[config.mk]
export PLATFORM = sky130hd
export DESIGN_NAME = ahb3lite_sram_slave
export DESIGN_NICKNAME = d
export VERILOG_FILES = /design/src/rtl/ahb3lite_sram_slave.sv
export SDC_FILE = /design/constraint.sdc
export NUM_CORES = 2
export LEC_CHECK = 0
export CELL_PAD_IN_SITES_DETAIL_PLACEMENT = 1
export CELL_PAD_IN_SITES_GLOBAL_PLACEMENT = 2
export CORE_MARGIN = 10
export CORE_UTILIZATION = 54
export DETAILED_ROUTE_END_ITERATION = 16
export GPL_TIMING_DRIVEN = 0
export PLACE_DENSITY = 0.95
export REMOVE_ABC_BUFFERS = 1
export SYNTH_ARGS = -nofsm -noshare
export SYNTH_HDL_FRONTEND = slang
export SYNTH_SLANG_ARGS = --single-unit
[constraint.sdc]
create_clock -name HCLK -period 6.6 [get_ports HCLK]
set_clock_uncertainty 0.15 [all_clocks]
set_input_delay 1.98 -clock HCLK [delete_from_list [all_inputs] [get_ports HCLK]]
set_output_delay 1.98 -clock HCLK [all_outputs]
set_load 0.03 [all_outputs]
[src/rtl/ahb3lite_sram_slave.sv]
// rtl/ahb3lite_sram_slave.sv - AHB-Lite responder for a word-addressed SRAM
// Optional wait states per transfer when WAIT_STATE_EN is defined.
module ahb3lite_sram_slave #(
    parameter int          ADDR_WIDTH  = 6,
    parameter logic [31:0] MEM_BASE    = 32'h0000_0000,
    parameter int          WAIT_CYCLES = 2
) (
    input  logic        HCLK,
    input  logic        HRESET,
    input  logic        HSEL,
    input  logic [31:0] HADDR,
    input  logic [31:0] HWDATA,
    input  logic        HWRITE,
    input  logic [2:0]  HSIZE,
    input  logic [2:0]  HBURST,
    input  logic [1:0]  HTRANS,
    input  logic        HREADY,
    output logic        HREADYOUT,
    output logic        HRESP,
    output logic [31:0] HRDATA
);

    localparam int DEPTH = 1 << ADDR_WIDTH;
`ifdef WAIT_STATE_EN
    localparam int WAITS = WAIT_CYCLES;
`else
    localparam int WAITS = WAIT_CYCLES * 0;
`endif

    typedef enum logic [2:0] {IDLE_S, DATA_S, WAIT_S, ERR1_S, ERR2_S} state_t;

    state_t                  state;
    logic                    pend;
    logic                    wr;
    logic                    bad;
    logic [ADDR_WIDTH-1:0]   idx;
    logic [7:0]              wcnt;
    logic [31:0]             mem [DEPTH];

    logic [31:0]             offset;
    logic [ADDR_WIDTH-1:0]   new_idx;
    logic                    legal;
    logic                    accept;
    logic                    commit;
    logic [31:0]             rd_word;
    logic                    unused;

    // Unsigned offset: addresses below MEM_BASE wrap to huge values and fail the range test
    assign offset  = HADDR - MEM_BASE;
    assign new_idx = offset[ADDR_WIDTH-1:0];
    assign legal   = ((offset >> ADDR_WIDTH) == 32'd0) && (HSIZE == 3'b010);
    assign accept  = HSEL && HREADY && HREADYOUT && HTRANS[1];
    assign commit  = (state == DATA_S) && wr && pend;
    assign rd_word = (commit && (idx == new_idx)) ? HWDATA : mem[new_idx];
    assign unused  = ^{HBURST, HTRANS[0]};

    always_ff @(posedge HCLK) begin
        if (!HRESET && commit) begin
            mem[idx] <= HWDATA;
        end
    end

    always_ff @(posedge HCLK or posedge HRESET) begin
        if (HRESET) begin
            state     <= IDLE_S;
            pend      <= 1'b0;
            wr        <= 1'b0;
            bad       <= 1'b0;
            idx       <= '0;
            wcnt      <= 8'd0;
            HREADYOUT <= 1'b1;
            HRESP     <= 1'b0;
            HRDATA    <= 32'h0;
        end else begin
            case (state)
                WAIT_S: begin
                    if (wcnt == 8'd0) begin
                        if (bad) begin
                            state <= ERR1_S;
                            HRESP <= 1'b1;
                        end else begin
                            state     <= DATA_S;
                            HREADYOUT <= 1'b1;
                        end
                    end else begin
                        wcnt <= wcnt - 8'd1;
                    end
                end
                ERR1_S: begin
                    state     <= ERR2_S;
                    HREADYOUT <= 1'b1;
                end
                default: begin
                    // IDLE_S, DATA_S and ERR2_S all present HREADYOUT=1, so a new address phase may chain
                    if (accept) begin
                        pend   <= 1'b1;
                        idx    <= new_idx;
                        wr     <= HWRITE;
                        bad    <= !legal;
                        HRDATA <= (legal && !HWRITE) ? rd_word : 32'h0;
                        if (WAITS > 0) begin
                            state     <= WAIT_S;
                            HREADYOUT <= 1'b0;
                            HRESP     <= 1'b0;
                            wcnt      <= 8'(WAITS - 1);
                        end else if (legal) begin
                            state     <= DATA_S;
                            HREADYOUT <= 1'b1;
                            HRESP     <= 1'b0;
                        end else begin
                            state     <= ERR1_S;
                            HREADYOUT <= 1'b0;
                            HRESP     <= 1'b1;
                        end
                    end else begin
                        state     <= IDLE_S;
                        pend      <= 1'b0;
                        wr        <= 1'b0;
                        bad       <= 1'b0;
                        HREADYOUT <= 1'b1;
                        HRESP     <= 1'b0;
                        HRDATA    <= 32'h0;
                    end
                end
            endcase
        end
    end

endmodule

==> results.py <==
metrics = {
    "floorplanning": {
        "top_level_ports": 111,
        "initial_utilization_pct": 54.27,
        "die_height_um": 405.0,
        "row_count": 141,
        "dieWidth_um": 405.0,
        "core_um2": 147500,
        "design.die.area_um2": 164000,
    },
    "setup_path": {
        "timing.critical_path.to_type": "register",
        "r2r_end": "HRDATA[13]",
        "launching_point_of_the_worst_reg2reg_path": "HREADYOUT",
        "reg2reg_slack_ns": 2.20,
        "reg2regPathDepth": 6,
        "critical_path.max_fanout": 29,
        "critPathArrivalTime_ns": 6.10,
        "start_kind": "primary input",
        "worst-endpoint-required_ns": 7.24,
        "criticalPathCategory": "in -> reg",
    },
    "sta": {
        "slew_violations": 0,
        "rsz0062_at_grt": "no",
        "max_slew.worst_pin.slew_ns": 1.470,
        "timing.final.setup_violations": 0,
        "timing.final.crit_share_pct": 82.74,
        "final_report_hold_violation_count": 0,
        "worst_slew_margin_rel_pct": 1.138,
        "hold_slack_ns": 0.3379,
        "min_period_ns": 5.461,
        "max_freq_ghz": 0.1831,
    },
    "cells_and_area": {
        "nets": 3872,
        "final_layout_size_suffix_gt1_share_pct": 26.89,
        "fin_cells": 5908,
        "flow.area_growth_from_synthesis_pct": 15.26,
        "finalInstanceArea_um2": 92250,
    },
    "power": {
        "vdd_ir_drop_max_mv": 0.3060,
        "power_leakage_uw": 0.02870,
        "report.power.total_uw": 28090,
        "powerDensity_nw_per_um2": 304.4,
    },
    "logic_synthesis": {
        "number_of_synthesized_flops_with_an_enable_pin": 2048,
        "synthAdderAreaFrac_pct": 0.03126,
        "synthSimpleGateAreaFrac_pct": 1.482,
        "synth-compound-area-share_pct": 3.492,
        "avgSynthCellArea_um2": 22.46,
        "postSynth.asyncResetShare_pct": 2.569,
        "synth.most_common_cell": "sky130_fd_sc_hd__edfxtp_1",
        "post_synth_xor_area_fraction_pct": 0.1423,
        "synth.top_cell.area_share_pct": 76.83,
        "post_synth_inst_count": 3563,
        "synth_seq_area_share_pct": 78.52,
        "syn_area_um2": 80040,
        "synth_commonest_cells": "2048 x sky130_fd_sc_hd__edfxtp_1, 487 x sky130_fd_sc_hd__mux4_2, 215 x sky130_fd_sc_hd__a22oi_1",
        "largest_family_of_logic_cells_by_synthesized_area": "multiplexers",
        "synth_top_cell_by_area": "sky130_fd_sc_hd__edfxtp_1",
        "yosys_warnings": 0,
        "yosys-top-cells-area": "sky130_fd_sc_hd__edfxtp_1 77%, sky130_fd_sc_hd__mux4_2 14%, sky130_fd_sc_hd__a22oi_1 2.0%, sky130_fd_sc_hd__dfrtp_1 1.7%, sky130_fd_sc_hd__mux2i_1 0.88%",
        "dominantRegCellSynth": "sky130_fd_sc_hd__edfxtp_1",
        "synth_cell_type_count": 52,
        "post_synthesis_sequential_element_count": 2102,
        "yosys-mux-area-fraction_pct": 14.92,
    },
    "clock_network": {
        "post_cts_hold_buffer_count": 0,
        "numCtsBuffers": 202,
        "cts.reportedPaths.clkPinSlew_ns": 0.07,
        "insertion_delay_ns": 0.87,
        "ctsHtreeMaxLevel": 4,
        "tritoncts_num_sinks": 2102,
        "cts_root_buf": "sky130_fd_sc_hd__clkbuf_16",
        "cts_repair_resize_count": 0,
        "clock_path_buffers": 3,
        "cts_tree": "done",
        "post-cts-setup-buffer-count": 0,
    },
    "detailed_routing": {
        "drtPass1Iterations": 8,
        "totalWireLength_um": 251200,
        "wl_met1_um": 82640,
        "met3WireLength_um": 30080,
        "drt_iter0_drc": 6893,
        "routed_wire_length_per_instance_um": 42.52,
        "dr.max_layer_used": "met5",
        "met2_wirelength_um": 121600,
        "vias": 42581,
        "ant_nets": 0,
        "drc": 0,
        "via_density_per_instance": 7.207,
    },
    "job": {
        "timing.max_cap.violations": 1,
    },
    "min_path": {
        "min-delay-path-class": "reg -> reg",
        "min_to": "wcnt[6]",
        "worstHoldStart": "wcnt[6]",
        "hold-path-cell-count": 1,
    },
    "status": {
        "status": "complete, but fails checks",
        "violations": "capacitance limit",
    },
    "place": {
        "dpl.cell_count": 5519,
        "placed_cell_area_um2": 85540,
        "detail_placement_hpwl_um": 139100,
        "port_buffers": 106,
        "place_congestion": 0.8246,
    },
    "global_routing": {
        "grt_start_max_net_pins": 93,
        "grt_usage_pct": 30.65,
        "grt_pass1_wl_um": 353200,
        "overflow": 0,
        "vias_in_the_first_global_route": 44562,
        "grt_antenna_before_repair": 8,
    },
}
[kinds of logic (layout without fill, tap and decap cells)]
group / after synthesis / in the layout
compound gates: 413 / 413
xor+xnor: 13 / 13
fa+ha+maj: 2 / 2
buf+inv: 211 / 619
flops: 2102 / 2102
mux: 581 / 581
other cells: 0 / 7
simple gates: 241 / 241
[power by group]
part / internal [µW] / total (µW) / switching (µW)
sequential: 14600 / 14700 / 36.4
combinational: 487 / 1350 / 863
clock: 6680 / 12100 / 5380
total: 21800 / 28100 / 6280
[flip-flops by register name, summed over array words and instances (netlist names)]
name,cells
HRDATA,32
HREADYOUT,1
HRESP,1
bad,1
idx,6
mem,2048
pend,1
state,3
wcnt,8
wr,1
[routing by layer]
metal | up-vias | GRT usage, %
met5 | - | 0
met4 | 12 | 17.15
met3 | 880 | 8.260
met2 | 3717 | 49.31
met1 | 22279 | 37.87
li1 | 15693 | -
[layout by cell type (no fill, tap or decap), types with 26 or more instances in the layout]
cell type                            n
sky130_fd_sc_hd__a21oi_1            76
sky130_fd_sc_hd__a22oi_1           215
sky130_fd_sc_hd__buf_12            100
sky130_fd_sc_hd__buf_16             28
sky130_fd_sc_hd__buf_2              33
sky130_fd_sc_hd__clkbuf_1           32
sky130_fd_sc_hd__clkbuf_16         204
sky130_fd_sc_hd__clkdlybuf4s50_1    70
sky130_fd_sc_hd__clkinv_1           38
sky130_fd_sc_hd__clkinv_2           55
sky130_fd_sc_hd__dfrtp_1            53
sky130_fd_sc_hd__edfxtp_1         2048
sky130_fd_sc_hd__mux2i_1            70
sky130_fd_sc_hd__mux4_2            487
sky130_fd_sc_hd__nand2_1            31
sky130_fd_sc_hd__nor2_1             26
sky130_fd_sc_hd__nor2_4             65
sky130_fd_sc_hd__nor4_1             41
sky130_fd_sc_hd__o21ai_0            34
sky130_fd_sc_hd__o22ai_1            38
[worst max-delay path: stages]
cell,delay (ns)
sky130_fd_sc_hd__clkdlybuf4s50_1,0.47
sky130_fd_sc_hd__nand4_1,0.17
sky130_fd_sc_hd__nand2b_1,0.51
sky130_fd_sc_hd__nor4_1,1.09
sky130_fd_sc_hd__nand2_2,0.83
sky130_fd_sc_hd__nor4_1,0.82
sky130_fd_sc_hd__a221o_1,0.21
[per-stage QoR]
step           util, %  setup slack [ns]  setup TNS (ns)
4_1_cts          62.54             1.034               0
3_3_place_gp     55.87            -31.86        -2355.30
6_report         62.55             1.139               0
5_1_grt          62.54             1.121               0
2_1_floorplan        -            0.2499               0
3_5_place_dp     58.00            0.5269               0
[worst max-delay path by stage]
stage,from,endpoint,slack [ns],cells after the start
2_1_floorplan,HADDR[3],HRDATA[23],0.25,6
3_3_place_gp,HADDR[0],HRDATA[23],-31.86,7
3_5_place_dp,HTRANS[1],HRDATA[13],0.53,7
4_1_cts,HTRANS[1],HRDATA[13],1.03,7
6_report,HTRANS[1],HRDATA[13],1.14,7
5_1_grt,HADDR[0],HRDATA[18],1.12,9
[cell type report]
class                   count  area (µm²)
diodes                      7       17.52
clock buffers             239        5266
clock inverters           143        1429
fillers                 11768       55230
inverters                   3       11.26
multi-input cells        1250       16590
flip-flops and latches   2102       62850
well taps                1930        2415
repair buffers            234        3676
Power figures use the tool's default switching activity.
